$ cat src/rtl/logic_8_bits_arbiter.sv
// Round-robin arbiter that shares one 8-bit AND/OR/XOR/ADD unit between two requesters.
// The unit runs one operation at a time and returns it on a shared response channel tagged with the requester id.
`timescale 1ns/1ps
module logic_8_bits_arbiter (
    input  logic       clk,
    input  logic       reset,
    input  logic       req0_valid,
    output logic       req0_ready,
    input  logic [1:0] req0_op,
    input  logic [7:0] req0_a,
    input  logic [7:0] req0_b,
    input  logic       req1_valid,
    output logic       req1_ready,
    input  logic [1:0] req1_op,
    input  logic [7:0] req1_a,
    input  logic [7:0] req1_b,
    output logic       rsp_valid,
    input  logic       rsp_ready,
    output logic       rsp_id,
    output logic [7:0] rsp_data,
    output logic       rsp_carry,
    output logic [7:0] op_count
);

    typedef enum logic [1:0] {
        IDLE = 2'd0,
        EXEC = 2'd1,
        RESP = 2'd2
    } state_t;

    typedef enum logic [1:0] {
        OP_AND = 2'b00,
        OP_OR  = 2'b01,
        OP_XOR = 2'b10,
        OP_ADD = 2'b11
    } op_t;

    state_t     state_q, state_d;
    op_t        op_q, op_d;
    logic [7:0] a_q, a_d;
    logic [7:0] b_q, b_d;
    logic       id_q, id_d;
    logic       last_grant_q, last_grant_d;
    logic [7:0] rsp_data_q, rsp_data_d;
    logic       rsp_carry_q, rsp_carry_d;
    logic       rsp_id_q, rsp_id_d;
    logic [7:0] op_count_q, op_count_d;
    logic       grant_id;
    logic [8:0] sum;

    // NOTE: every signal driven here gets a default first, so no path through the case leaves one unassigned (no latches).
    always_comb begin
        state_d      = state_q;
        op_d         = op_q;
        a_d          = a_q;
        b_d          = b_q;
        id_d         = id_q;
        last_grant_d = last_grant_q;
        rsp_data_d   = rsp_data_q;
        rsp_carry_d  = rsp_carry_q;
        rsp_id_d     = rsp_id_q;
        op_count_d   = op_count_q;
        req0_ready   = 1'b0;
        req1_ready   = 1'b0;
        grant_id     = 1'b0;
        sum          = {1'b0, a_q} + {1'b0, b_q};

        case (state_q)
            IDLE: begin
                if (req0_valid || req1_valid) begin
                    // On a tie the requester that did not win last time is served.
                    grant_id     = (req0_valid && req1_valid) ? ~last_grant_q : req1_valid;
                    req0_ready   = ~grant_id & ~reset;
                    req1_ready   = grant_id & ~reset;
                    op_d         = grant_id ? op_t'(req1_op) : op_t'(req0_op);
                    a_d          = grant_id ? req1_a : req0_a;
                    b_d          = grant_id ? req1_b : req0_b;
                    id_d         = grant_id;
                    last_grant_d = grant_id;
                    state_d      = EXEC;
                end
            end
            EXEC: begin
                rsp_id_d    = id_q;
                rsp_carry_d = 1'b0;
                case (op_q)
                    OP_AND:  rsp_data_d = a_q & b_q;
                    OP_OR:   rsp_data_d = a_q | b_q;
                    OP_XOR:  rsp_data_d = a_q ^ b_q;
                    default: {rsp_carry_d, rsp_data_d} = sum;
                endcase
                state_d = RESP;
            end
            RESP: begin
                if (rsp_ready) begin
                    op_count_d = op_count_q + 8'd1;
                    state_d    = IDLE;
                end
            end
            default: state_d = IDLE;
        endcase
    end

    // NOTE: state registers use non-blocking assignments so every flop samples pre-edge values.
    always_ff @(posedge clk or posedge reset) begin
        if (reset) begin
            state_q      <= IDLE;
            op_q         <= OP_AND;
            a_q          <= 8'd0;
            b_q          <= 8'd0;
            id_q         <= 1'b0;
            last_grant_q <= 1'b1;
            rsp_data_q   <= 8'd0;
            rsp_carry_q  <= 1'b0;
            rsp_id_q     <= 1'b0;
            op_count_q   <= 8'd0;
        end else begin
            state_q      <= state_d;
            op_q         <= op_d;
            a_q          <= a_d;
            b_q          <= b_d;
            id_q         <= id_d;
            last_grant_q <= last_grant_d;
            rsp_data_q   <= rsp_data_d;
            rsp_carry_q  <= rsp_carry_d;
            rsp_id_q     <= rsp_id_d;
            op_count_q   <= op_count_d;
        end
    end

    assign rsp_valid = (state_q == RESP);
    assign rsp_id    = rsp_id_q;
    assign rsp_data  = rsp_data_q;
    assign rsp_carry = rsp_carry_q;
    assign op_count  = op_count_q;

endmodule

$ cat config.mk
export PLATFORM = sky130hd
export DESIGN_NAME = logic_8_bits_arbiter
export DESIGN_NICKNAME = d
export VERILOG_FILES = /design/src/rtl/logic_8_bits_arbiter.sv
export SDC_FILE = /design/constraint.sdc
export NUM_CORES = 1
export LEC_CHECK = 0
export CAP_MARGIN = 5
export CORE_MARGIN = 3
export CORE_UTILIZATION = 45
export CTS_CLUSTER_SIZE = 14
export DETAILED_ROUTE_END_ITERATION = 7
export PLACE_DENSITY = 0.82
export RECOVER_POWER = 25
export SYNTH_ARGS = -nofsm -noshare
export SYNTH_HDL_FRONTEND = slang
export SYNTH_SLANG_ARGS = --single-unit
$ cat constraint.sdc
create_clock -name clk -period 2 [get_ports clk]
set_input_delay 0.5 -clock clk [delete_from_list [all_inputs] [get_ports clk]]
set_output_delay 0.5 -clock clk [all_outputs]
set_load 0.01 [all_outputs]
# Word level (Yosys, flattened, before mapping)
# Index checks and enable logic that the tools add are counted.
[op_classes] reduce_logical=8 bitwise_logic=8 eq_ne=6 add_sub_neg=2 muxes=13
[ops] operator="case mux 8 bit (3 select lines)" count=1
[ops] operator="2-to-1 mux 8 bit" count=2
[ops] operator="adder 8 x 8 -> 9 bit" count=1
[ops] operator="adder 8 x 1 -> 8 bit (second input constant)" count=1
[ops] operator="bitwise AND 8 bit" count=1
[ops] operator="OR 8 bit" count=1
[ops] operator="bitwise XOR 8 bit" count=1
[ops] operator="2-to-1 mux 1 bit" count=6
[ops] operator="2-to-1 mux 2 bit" count=3
[ops] operator="case mux 2 bit (3 select lines)" count=1
[ops] operator="AND reduction 2 bit" count=3
[ops] operator="== test 2 x 1 -> 1 bit (second input constant)" count=2
[ops] operator="== test 2 bit (second input constant)" count=2
[ops] operator="logical NOT 2 bit" count=2
[ops] operator="inverter 1 bit" count=3
[ops] operator="OR reduction 3 bit" count=1
[ops] operator="bitwise AND 1 bit" count=2
[ops] operator="inequality test 2 x 1 -> 1 bit (second input constant)" count=1
[ops] operator="inequality test 2 bit (second input constant)" count=1
[ops] operator="logical AND 1 bit" count=1
[ops] operator="logical OR 1 bit" count=1
[totals] inputBits=41 regBits=40 elab_cells=47

# Depth between registers and ports, before layout
# Gate-level depths: netlist of the first run.
[depth] ltp_word=6 mapped_depth=7

# Worst setup path after synthesis of the first run
# No wires, ideal clock.
[synth_path] kind="input -> output" from="in reset" to="out req1_ready" cell_stages=2 path_buffers=0 t_required_ns=1.500 path_slack_ns=-0.190 arrival_ns=1.690 cell_sequence="inv_1 -> and3_1"
[synth_via] elab_chain_len=4
[synth_lines] item="from (decl)" line_no="6" text="input logic reset,"
[synth_lines] item="inverter 1 bit" line_no="74" text="req1_ready = grant_id & ~reset;"
[synth_lines] item="bitwise AND 1 bit" line_no="74"
[synth_lines] item="2-to-1 mux 1 bit" line_no="70" text="if (req0_valid || req1_valid) begin"
[synth_lines] item="2-to-1 mux 1 bit" line_no="68" text="case (state_q)"
[synth_lines] item="to (decl)" line_no="13" text="output logic req1_ready,"
# Every way passes these cells.

# Worst setup path after layout of the first run
# Same ends and word-level chain as after synthesis.

==> results by group, run 1 <==
Run status
  • Status: finished, final reports clean

Synth
  • Synth Flop Type: dfrtp_1
  • Warnings, synthesis: 0
  • Post-synthesis compound-gate area fraction: 16.9%
  • Post-Synth Adder-Cell Area: 9.49%
  • Yosys top cell area share: 39.8%
  • Post-Syn Area: 2450 sq um
  • Post-Syn Nets: 318
  • Post-synth EDFFs: 0
  • Synthesis-stage register bit count: 40
  • Largest family of logic cells by synthesized area: compound AO/OA/AOI/OAI gates
  • Largest cells by area after synthesis: dfrtp_1 (40%), ha_1 (8.7%), mux2i_1 (7.4%)
  • Multiplexer share of the synthesized area: 8.27%
  • Library cells used by synthesis: 49
  • Post-synth top area cell: dfrtp_1
  • Sequential cell area fraction in the yosys report: 40.9%
  • Ys async rst share: 100%
  • Simple-gate share of the synthesized area: 15.3%
  • Avg Inst Size Synth: 9.46 sq um
  • Xor/xnor share of the synthesized area: 3.22%
  • Syn Inst Count: 259

Worst setup path
  • Crit Path Max Fanout: 2
  • Bufs and invs on worst path: 3
  • Crit start category: input pin
  • CP delay by family, top: buffers and inverters
  • CP endpoint kind: output port
  • Worst endpoint data arrival time: 1.40 ns
  • CP max stage cell: clkdlybuf4s50_1
  • Worst path required time: 1.50 ns
  • Crit-path max cell delay: 0.53 ns
  • Setup CP Type: in -> out
  • Worst path cell trace: clkdlybuf4s50_1 -> clkinvlp_4 -> and3_1 -> buf_2

Global route
  • First-pass GRT wire length: 8630 um
  • Initial antenna violation count: 0
  • GRT Total Usage: 17.1%
  • Largest net degree at the start of global routing: 41
  • Vias in the first global route: 1,995
  • Grt total ovfl: 0

Place
  • PortBufs: 61
  • Final HPWL DP: 4080 um
  • Gp weighted congestion: 0.855
  • Area of placed instances: 3210 sq um

Layout
  • Antenna Cells: 0
  • Final instance area: 3340 sq um
  • Final net count: 390
  • Layout cells sized above 1: 11.4%
  • Most frequent cells in the layout: clkdlybuf4s50_1 (56), dfrtp_1 (39), nand2_1 (36)
  • Fillers: 413
  • Area Overhead vs Synth: 36.1%
  • Commonest non-fill, non-tap cell in the layout: clkdlybuf4s50_1
  • Fin util: 64.5%

STA
  • Fin crit share: 95.2%
  • Clock Skews: 0.00353 ns
  • Sum Neg Setup Slack: 0 ns
  • Worst-Margin Slew: 0.984 ns
  • Headroom to the max-slew limit: 34.4%
  • Max Slew Vio Count: 0
  • Setup violators final: 0
  • Hold Slack: 0.469 ns
  • Min Tclk post-route: 1.90 ns
  • Final Hold Viols: 0
  • Peak Freq: 525 MHz

Route
  • # DRC: 0
  • Routed len/inst: 12.9 um
  • Via Count: 2,051
  • DRT iter0 DRCs: 105
  • Remaining antenna violation count after routing: 0
  • Routed wire length: 5180 um
  • Drt first pass iters: 4
  • Vias/cell: 5.10

Clock network
  • Root buffer cell: clkbuf_8
  • Clock transition at path regs: 0.07 ns
  • H-tree depth: 2
  • Inserted Clock Buffers: 5
  • CTS tree: built
  • Clk Latency, worst-skew pair: 0.29 ns
  • Clock Sinks: 40
  • Clock buffer depth: 2

Power
  • Leakage power: 1.53 nW
  • Total power: 4.77 mW
  • VDD IR max: 0.592 mV
  • Pwr per Cell Area: 1430 nW/um^2

Floorplanning
  • Die width: 79.8 um
  • Top Ports: 62
  • Core outline area: 5170 sq um
  • Die height: 79.8 um
  • Die Area: 6370 sq um
  • Starting Density: 47.4%
  • Row count: 26

Job
  • Max-cap violations: 0

Worst hold path
  • Worst min path class: reg -> reg
## cell families (layout without fill, tap and decap cells)
logic type | Yosys count | count (layout)
XOR/XNOR | 9 | 9
AO/OA/AOI/OAI | 63 | 63
adder cells (fa/ha/maj) | 18 | 18
multiplexers | 19 | 19
flip-flops | 40 | 40
AND/OR/NAND/NOR | 75 | 75
buffers and inverters | 35 | 108
## metal layers
metal | track usage, % | wire [um]
met1 | 19.8 | 2190
met2 | 30.3 | 2640
met3 | 4.74 | 287
met4 | 6.08 | 57
met5 | 0 | 0
## metrics by stage
| step | setup WS [ns] | cells |
|---|---|---|
| after floorplan | 0.0646 | 259 |
| final | 0.0958 | 402 |
| after detailed placement | -0.427 | 393 |
| after global placement | -0.368 | 393 |
| after global routing | -0.000474 | 402 |
| after CTS | 0.00266 | 401 |
## synth_stat cells, types with 2 or more instances
| master | count |
|---|---|
| a2111oi_0 | 2 |
| a211oi_1 | 4 |
| a21boi_1 | 2 |
| a21oi_1 | 8 |
| a22oi_1 | 2 |
| a31oi_1 | 2 |
| buf_2 | 5 |
| buf_4 | 2 |
| clkbuf_1 | 3 |
| dfrtp_1 | 39 |
| ha_1 | 17 |
| inv_1 | 24 |
| mux2i_1 | 18 |
| nand2_1 | 36 |
| nand2b_1 | 4 |
| nand3_1 | 6 |
| nand3b_1 | 4 |
| nor2_1 | 8 |
| nor2b_1 | 2 |
| nor3_1 | 4 |
| o21a_1 | 2 |
| o21ai_0 | 18 |
| o21ai_1 | 11 |
| o31ai_1 | 3 |
| or4b_1 | 2 |
| xnor2_1 | 6 |
| xor2_1 | 3 |
## what timing repair did
item | in CTS | in global routing
pin swaps | 2 | 1
hold endpoints to repair | 0 | 0
endpoints found under the setup margin | 3 | 3
gates resized for setup | 11 | 2
hold buffers | 0 | 0
buffers inserted | 0 | 1
## sequential cells by signal, indices dropped and copies added (netlist names)
register,flops
rsp_data,8
b_q,8
a_q,8
op_count,8
rsp_id,1
last_grant_q,1
id_q,1
state_q,2
op_q,2
rsp_carry,1
## path summary, 6_finish.rpt
check | start | to | slack [ns] | cells after the start
setup / recovery | reset | req1_ready | 0.1 | 4
hold / removal | op_count[7]$_DFFE_PP0P_ | op_count[7]$_DFFE_PP0P_ | 0.47 | 1
max in group asynchronous | reset | op_q[0]$_DFFE_PP0P_ | 0.48 | 3
min in group asynchronous | reset | state_q[1]$_DFFE_PP0P_ | 0.93 | 3
setup reg to reg | a_q[0]$_DFFE_PP0P_ | rsp_carry$_DFFE_PP0N_ | 0.1 | 7
hold reg to reg | op_count[7]$_DFFE_PP0P_ | op_count[7]$_DFFE_PP0P_ | 0.47 | 1
## where the power goes
group | internal [mW] | switching [mW] | total, mW
sequential | 1.17 | 0.328 | 1.50
combinational | 1.27 | 1.35 | 2.62
clock | 0.369 | 0.284 | 0.653
## cell type report
cell class / instances / area [sq um] / area share, %
multi-input combinational: 184 / 1330 / 39.9
sequential: 40 / 1000 / 30.0
tap: 70 / 87.6 / 2.62
timing repair buffer: 76 / 711 / 21.3
inverter: 24 / 93.8 / 2.81
clock inverter: 3 / 42.5 / 1.27
clock buffer: 5 / 68.8 / 2.06
Note: power is estimated with default switching activity, not from simulation.
==> run 2: changes to the inputs <==
--- a/config.mk
+++ b/config.mk
@@ -8,6 +8,7 @@
 export CAP_MARGIN = 5
 export CORE_MARGIN = 3
 export CORE_UTILIZATION = 45
+export CTS_CLUSTER_DIAMETER = 200
 export CTS_CLUSTER_SIZE = 14
 export DETAILED_ROUTE_END_ITERATION = 7
 export PLACE_DENSITY = 0.82
==> results of run 2 <==
Same layout as run 1: the final DEF is identical, and so are final timing and power.
==> run 3: changes to the inputs <==
--- a/config.mk
+++ b/config.mk
@@ -8,7 +8,7 @@
 export CAP_MARGIN = 5
 export CORE_MARGIN = 3
 export CORE_UTILIZATION = 45
-export CTS_CLUSTER_DIAMETER = 200
+export CTS_CLUSTER_DIAMETER = 80
 export CTS_CLUSTER_SIZE = 14
 export DETAILED_ROUTE_END_ITERATION = 7
 export PLACE_DENSITY = 0.82
==> results of run 3 <==
Same layout as run 1: the final DEF is identical, and so are final timing and power.
